===== src/rtl/mac_array_ctrl.sv =====
`default_nettype none
// ============================================================================
// Module   : mac_array_ctrl
// Brief    : Sequencer for the systolic mac_tile array. Issues row-skewed
//            instructions and os_write enables, and gates L0 reads.
// Revision : 1.0
// ============================================================================
module mac_array_ctrl #(
  parameter int ROW    = 8,
  parameter int COL    = 8,
  parameter int CNT_BW = 8
) (
  input  logic                clk_i,
  input  logic                reset_i,
  input  logic                start_i,
  input  logic                mode_i,
  input  logic [CNT_BW-1:0]   exec_len_i,
  input  logic                src_empty_i,
  output logic                src_rd_o,
  output logic [4*ROW-1:0]    inst_row_o,
  output logic [ROW-1:0]      os_write_row_o,
  output logic                busy_o,
  output logic                done_o
);

  typedef enum logic [2:0] {
    S_IDLE     = 3'd0,
    S_WS_LOAD  = 3'd1,
    S_WS_EXEC  = 3'd2,
    S_OS_EXEC  = 3'd3,
    S_DRAIN    = 3'd4,
    S_OS_FLUSH = 3'd5,
    S_DONE     = 3'd6
  } state_t;

  localparam logic [CNT_BW-1:0] c_row_len   = CNT_BW'(ROW);
  localparam logic [CNT_BW-1:0] c_drain_len = CNT_BW'(ROW + COL);
  localparam logic [CNT_BW-1:0] c_one       = CNT_BW'(1);
  localparam logic [3:0]        c_kernld    = 4'b0001;
  localparam logic [3:0]        c_ws_exec   = 4'b0010;
  localparam logic [3:0]        c_os_exec   = 4'b0100;
  localparam logic [3:0]        c_os_flush  = 4'b1000;

  state_t                 state_q;
  logic [CNT_BW-1:0]      cnt_q;
  logic [CNT_BW-1:0]      len_q;
  logic                   mode_q;
  logic [ROW-1:0][3:0]    inst_q;
  logic [ROW-1:0]         osw_q;

  logic                   w_feed;
  logic                   w_stall;
  logic                   w_last;
  logic [3:0]             inst0_d;
  logic                   osw0_d;

  assign w_feed  = (state_q == S_WS_LOAD) || (state_q == S_WS_EXEC) ||
                   (state_q == S_OS_EXEC);
  assign w_stall = w_feed & src_empty_i;
  assign w_last  = (cnt_q == c_one);

  // An empty source turns the feed instruction into a bubble for this cycle.
  always_comb begin
    inst0_d = 4'b0000;
    osw0_d  = 1'b0;
    case (state_q)
      S_WS_LOAD:  inst0_d = c_kernld;
      S_WS_EXEC:  inst0_d = c_ws_exec;
      S_OS_EXEC:  inst0_d = c_os_exec;
      S_OS_FLUSH: begin
        inst0_d = c_os_flush;
        osw0_d  = 1'b1;
      end
      default:    inst0_d = 4'b0000;
    endcase
    if (w_stall) begin
      inst0_d = 4'b0000;
    end
  end

  always_ff @(posedge clk_i) begin
    if (reset_i) begin
      state_q <= S_IDLE;
      cnt_q   <= '0;
      len_q   <= '0;
      mode_q  <= 1'b0;
      inst_q  <= '0;
      osw_q   <= '0;
    end else begin
      inst_q[0] <= inst0_d;
      osw_q[0]  <= osw0_d;
      for (int r = 1; r < ROW; r++) begin
        inst_q[r] <= inst_q[r-1];
        osw_q[r]  <= osw_q[r-1];
      end

      // The counter is reloaded on every state entry and exits at 1, so it never wraps.
      case (state_q)
        S_IDLE: begin
          if (start_i) begin
            mode_q <= mode_i;
            len_q  <= exec_len_i;
            if (exec_len_i == '0) begin
              state_q <= S_DONE;
              cnt_q   <= c_one;
            end else if (mode_i) begin
              state_q <= S_OS_EXEC;
              cnt_q   <= exec_len_i;
            end else begin
              state_q <= S_WS_LOAD;
              cnt_q   <= c_row_len;
            end
          end
        end
        S_WS_LOAD: begin
          if (!w_stall) begin
            if (w_last) begin
              state_q <= S_WS_EXEC;
              cnt_q   <= len_q;
            end else begin
              cnt_q <= cnt_q - c_one;
            end
          end
        end
        S_WS_EXEC, S_OS_EXEC: begin
          if (!w_stall) begin
            if (w_last) begin
              state_q <= S_DRAIN;
              cnt_q   <= c_drain_len;
            end else begin
              cnt_q <= cnt_q - c_one;
            end
          end
        end
        S_DRAIN: begin
          if (w_last) begin
            if (mode_q) begin
              state_q <= S_OS_FLUSH;
              cnt_q   <= c_row_len;
            end else begin
              state_q <= S_DONE;
              cnt_q   <= c_one;
            end
          end else begin
            cnt_q <= cnt_q - c_one;
          end
        end
        S_OS_FLUSH: begin
          if (w_last) begin
            state_q <= S_DONE;
            cnt_q   <= c_one;
          end else begin
            cnt_q <= cnt_q - c_one;
          end
        end
        default: begin
          state_q <= S_IDLE;
          cnt_q   <= '0;
        end
      endcase
    end
  end

  assign src_rd_o       = w_feed & ~src_empty_i;
  assign busy_o         = (state_q != S_IDLE);
  assign done_o         = (state_q == S_DONE);
  assign inst_row_o     = inst_q;
  assign os_write_row_o = osw_q;

endmodule
`default_nettype wire

===== config.mk =====
export PLATFORM = sky130hd
export DESIGN_NAME = mac_array_ctrl
export DESIGN_NICKNAME = d
export VERILOG_FILES = /design/src/rtl/mac_array_ctrl.sv
export SDC_FILE = /design/constraint.sdc
export NUM_CORES = 1
export LEC_CHECK = 0
export ABC_AREA = 1
export ABC_CLOCK_PERIOD_IN_PS = 2700
export BUFFER_PORTS_ARGS = -buffer_cell sky130_fd_sc_hd__buf_2
export CORE_UTILIZATION = 55
export DETAILED_ROUTE_END_ITERATION = 7
export PLACE_DENSITY_LB_ADDON = 0.1
export SYNTH_ARGS = -nofsm -noshare
export SYNTH_HDL_FRONTEND = slang
export SYNTH_SLANG_ARGS = --single-unit

===== constraint.sdc =====
create_clock -name clk_i -period 2.7 [get_ports clk_i]
set_input_delay 0.54 -clock clk_i [delete_from_list [all_inputs] [get_ports clk_i]]
set_output_delay 0.54 -clock clk_i [all_outputs]
set_load 0.01 [all_outputs]

Word level (Yosys, flattened, before mapping)

Cells that the tools add are included.

Muxes and demuxes: 24
Reduce and logical (&&, ||, !) cells: 10
Div/mod/pow operators: 0
Multiply operators: 0
Shift operators: 0
Eq/ne operators: 14
$add $sub $neg: 1
Bitwise logic cells: 3
$lt $le $gt $ge: 0

Operators by type and width:

| cell                | number |
|---|---|
| $mux 8              | 9 |
| $pmux 8 s5          | 1 |
| $mux 3              | 8 |
| $pmux 4 s4          | 1 |
| $pmux 3 s5          | 1 |
| $ne 2x2->1 const B  | 7 |
| $eq 3x3->1 const B  | 3 |
| $eq 8x1->1 const B  | 1 |
| $logic_not 8->1     | 1 |
| $sub 8x1->8 const B | 1 |
| $reduce_and 7->1    | 1 |
| $eq 3x2->1 const B  | 2 |
| $mux 2              | 2 |
| $mux 4              | 1 |
| $reduce_or 2->1     | 2 |
| $eq 3x1->1 const B  | 1 |
| $logic_not 3->1     | 1 |
| $reduce_and 3->1    | 1 |
| $reduce_bool 3->1   | 1 |
| $and 1x1->1         | 2 |
| $logic_or 1x1->1    | 2 |
| $reduce_and 2->1    | 1 |
| $mux 1              | 1 |
| $not 1->1           | 1 |

Latch bits: 0
RAM bits: 0
Output and inout bits: 43
Flip-flop bits (word level): 60
Input bits: 13
Word-level logic and storage cells: 65
Memories kept: 0
Memory bits (read-only): 0

Depth between registers and ports, before layout

Depth in word-level cells: 6
Gate-level depth with buffers: 11
Gate-level depth less buffers: 10

Worst setup path after synthesis

OpenSTA, ideal clock, no wires.

Path type: register to register
Start point: register state_q[2]
End point: register state_q[1]
Data arrival time: 1392 ps
Data required time: 2568 ps
Cell stages (with the launch flop): 12
Buffers on the path: 1
Library setup time: 132 ps
Period minus slack after synthesis: 1524 ps
Setup slack: 1176 ps
Path through: dfxtp_1 -> buf_4 -> inv_2 -> ha_1 -> inv_1 -> nand2_1 -> nand2_1 -> nand2_8 -> nor2_4 -> clkinv_2 -> nand2_1 -> a21oi_2

Longest elaborated chain between the ends: 6
Elaborated cells between the ends (all ways): 19
Those cells by class: eq/ne: 12; mux: 1; bitwise: 1; reduce/logical: 5

RTL lines:

| element                                         | line   | source |
|---|---|---|
| start, declared                                 | 44     | `state_t state_q;` |
| start signal, assigned                          | 83     | `state_q <= S_IDLE;` |
| start signal, assigned                          | 104    | `state_q <= S_DONE;` |
| start signal, assigned                          | 107    | `state_q <= S_OS_EXEC;` |
| $eq 3x1->1 / $eq 3x2->1 (equally long branches) | 57, 98 |  |
| $logic_or 1x1->1 (2 in a row)                   | 57     | `assign w_feed = (state_q == S_WS_LOAD) \|\| (state_q == S_WS_EXEC) \|\|` |
| $and 1x1->1                                     | 59     | `assign w_stall = w_feed & src_empty_i;` |
| $ne 2x2->1 (no source line)                     | -      |  |
| $reduce_and 7->1 (no source line)               | -      |  |

Several ways; a longest one is shown, not always the timed one.
A chain may end at the register's enable or synchronous reset.

Worst setup path in the final report

Start point: register state_q[2]
End point: output port done_o

Longest elaborated chain between the ends: 1

RTL lines:

| element       | line | source |
|---|---|---|
| $eq 3x3->1    | 166  | `assign done_o = (state_q == S_DONE);` |
| end, declared | 23   | `output logic done_o` |

No other way between the ends.

==> impl_metrics.csv <==
group,metric,value,unit
setup_path,path_cells,"inv_2, nor3_1, buf_2",
setup_path,reg2reg_depth,10,
drt,vias,2122,
setup_path,cp.arrival,1.36,ns
power_and_ir_drop,swShare,0.3867,
global_route,antenna_found_initial,0,
synthesis,synth_area_leader_cell,"dfxtp_1",
synthesis,synth_compound_area_frac,0.05915,
setup_path,slowest_stage,"dfxtp_1",
finish,syn_to_final_growth,21.23,%
synthesis,synth-simple-area-share,0.3205,
min_path,hold_depth,2,
synthesis,syn-num-nets,349,
synthesis,ys_types,29,
drt,viasPerCell,4.769,
synthesis,yosysWarnings,0,
setup_path,cp_max_fo,11,
power_and_ir_drop,switching_power,0.001285,W
die,die_area,4772,um^2
synthesis,synth_common_cells,"67 x nand2_1, 60 x dfxtp_1, 54 x inv_1",
clocking,postCtsSetupBuffers,0,
die,rows,24,
outcome,status,"complete, no violations",
sta,slew_headroom,0.5060,
global_route,grt_pass1_vias,1957,
power_and_ir_drop,p_leak,1.428,nW
sta,fin_crit_sh,0.7032,
setup_path,start_kind,"flip-flop",
synthesis,yosys.cell_count.top_type,"nand2_1",
setup_path,reg2reg_from,"state_q[2]",
global_route,grt_usage,0.2195,
min_path,hold_class,"flip-flop to flip-flop",
power_and_ir_drop,p_per_area,1107,nW/um^2
sta,drv_slew,0,
synthesis,synthFlopType,"dfxtp_1",
setup_path,cp_data_required_time,2.16,ns
power_and_ir_drop,ir_worst_vdd,0.0007217,V
sta,rsz0062_at_grt,"no",
power_and_ir_drop,p_seq_frac,0.341,
drt,finalWirelength,4890,um
finish,fillCellCount,390,
drt,first_iter_violations,81,
sta,worst_clock_skew,0.006151,ns
setup_path,cp_num_buf_inv,2,
setup_path,crit_family,"flip-flops",
drt,routedWlPerCell,10.99,um
synthesis,synth_edf_count,0,
die,die_h,69.08,um
sta,worst_slack,0.8013,ns
power_and_ir_drop,clkPwrFrac,0.270,
synthesis,ys_seq_area_frac,0.4853,
clocking,cts_tree,"done",
synthesis,synth_area,2475,um^2
power_and_ir_drop,p_comb_frac,0.389,
finish,drive_gt1_frac,0.2265,
sta,max_freq,526.7,MHz
drt,postRouteAntennaNets,0,
clocking,root_buffer,"clkbuf_8",
die,die_w,69.08,um
sta,setup_violations,0,
clocking,htree_levels,3,
setup_path,slowest_delay,0.55,ns
global_route,grt_pass1_wl,8321,um
sta,tightestPinTransition,0.7410,ns
synthesis,avgSynthCellArea,7.454,um^2
setup_path,path_depth,3,
die,io_pins,56,
finish,final_nets,406,
setup_path,cp-end-kind,"output pin",
synthesis,yosys-mux-area-fraction,0,
global_route,overflow,0,
drt,drc_errors,0,
flow_run,drv_cap,0,
clocking,clk_pin_slew,0.07,ns
clocking,clk_latency,0.33,ns
power_and_ir_drop,internal_power,0.002038,W
global_route,grt_max_degree,45,
synthesis,synth_xor_area_frac,0.01062,
setup_path,cp-startpoint,"state_q[2]",
finish,num_antenna_cells,0,
clocking,clock-sinks,60,
setup_path,crit_type,"flip-flop to output pin",
drt,drt-pass1-iter-count,4,
sta,hold_viol,0,
placement,dpl_worst_slack,0.9595,ns
clocking,cts_buffers,9,
sta,tns,0,ns
die,core_area,4354,um^2
placement,port-buffer-count,55,
synthesis,synthAdderAreaFrac,0.02022,
setup_path,reg2reg_slack,0.91,ns
sta,post-route-min-period,1.899,ns
synthesis,ys_ff_latch,60,
min_path,hold_start,"inst_row_o[5]",
synthesis,async_reset_ff_frac,0,
synthesis,netlist_top_cells_area,"dfxtp_1 49%, nand2_1 10%, inv_1 8.2%",
placement,gp_congestion,0.8468,
clocking,clockBufferDepth,2,
synthesis,synth_top_area_share,0.4853,
die,start_util,0.5684,
synthesis,synth_top_family_by_area,"simple AND/OR/NAND/NOR gates",
clocking,post_cts_resized,0,
synthesis,synthCells,332,
clocking,cts_hold_buf,0,
placement,place_hpwl,3430,um
## power groups by stage
stage | logic (W) | clock network, W | registers, W
2_1_floorplan | 0.00108 | 0 | 0.00111
3_3_place_gp | 0.00126 | 0 | 0.00114
3_5_place_dp | 0.00128 | 0 | 0.00115
4_1_cts | 0.00129 | 0.000913 | 0.00113
5_1_grt | 0.00147 | 0.000948 | 0.00115
6_report | 0.00129 | 0.000899 | 0.00113
## worst paths after layout
check | end
setup / recovery | done_o
setup reg to reg | state_q[2]
hold / removal | inst_row_o[9]
hold reg to reg | inst_row_o[9]
## metrics by stage
| step | hold WS (ns) | std cells | total power [W] | instance area [um^2] | util |
|---|---|---|---|---|---|
| 3_5_place_dp | 0.4058 | 430 | 0.002422 | 2776 | 0.6376 |
| 4_1_cts | 0.4162 | 445 | 0.003332 | 3000 | 0.6891 |
| 5_1_grt | 0.4290 | 445 | 0.003568 | 3000 | 0.6891 |
| 6_report | 0.4079 | 445 | 0.003323 | 3000 | 0.6891 |
| 2_1_floorplan | 0.4286 | 332 | 0.002190 | 2475 | - |
| 3_3_place_gp | 0.4012 | 430 | 0.002407 | 2776 | 0.6376 |
## registers in the layout, indices dropped and copies added, names as in the netlist
register	flops
state_q	3
mode_q	1
os_write_row_o	8
inst_row_o	32
len_q	8
cnt_q	8
## cell usage in the layout (no fill, tap or decap)
| cell type | Yosys | final |
|---|---|---|
| nor4_1 | 1 | 1 |
| and2_1 | 1 | 1 |
| xnor2_1 | 2 | 2 |
| nand3_1 | 31 | 31 |
| nand2_1 | 67 | 67 |
| nor2_4 | 4 | 4 |
| nor2_8 | 1 | 1 |
| nand2_8 | 1 | 1 |
| o21bai_1 | 2 | 2 |
| clkbuf_8 | 0 | 11 |
| nand4_1 | 4 | 4 |
| bufinv_16 | 0 | 2 |
| nor2_1 | 50 | 50 |
| clkinv_2 | 1 | 2 |
| clkinvlp_4 | 0 | 1 |
| a21oi_2 | 3 | 3 |
| nor2_2 | 3 | 3 |
| nand2_2 | 2 | 2 |
| inv_1 | 54 | 54 |
| ha_1 | 4 | 4 |
| dfxtp_1 | 60 | 60 |
| xor2_1 | 1 | 1 |
| buf_2 | 1 | 55 |
| o21ai_0 | 4 | 4 |
| or2_2 | 1 | 1 |
| a21oi_1 | 17 | 17 |
| nor3_1 | 6 | 6 |
| inv_2 | 1 | 1 |
| buf_4 | 2 | 1 |
| or2_4 | 1 | 1 |
## routing by layer
layer | vias to the layer above | GRT usage | wire length, um
li1 | 1133 | - | -
met1 | 917 | 0.2692 | 2318
met2 | 63 | 0.3495 | 2215
met3 | 9 | 0.04971 | 248
met4 | 0 | 0.1338 | 107
met5 | - | 0 | 0
## area by class of cell
class                   instances  area, um^2  share of cell area
well taps                      52       65.06             0.02168
multi-input cells             206        1016              0.3386
clock buffers                  11       151.4             0.05046
flip-flops and latches         60        1201              0.4003
clock inverters                 4       72.57             0.02419
inverters                      56       211.5             0.07048
repair buffers                 56       282.8             0.09425
## kinds of logic (layout without fill, tap and decap cells)
kind of cell               Yosys count  after routing
buffers and inverters               66            127
and+or+nand+nor                    173            173
AOI/OAI and AO/OA                   26             26
xor gates and xnor gates             3              3
DFF                                 60             60
adders and majority gates            4              4
## worst min-delay path, stage by stage (launching register included)
cell and delay [ns]:
dfxtp_1 0.30, inv_1 0.04, nor2_1 0.03
No activity file was read; power rests on OpenSTA's default activity.
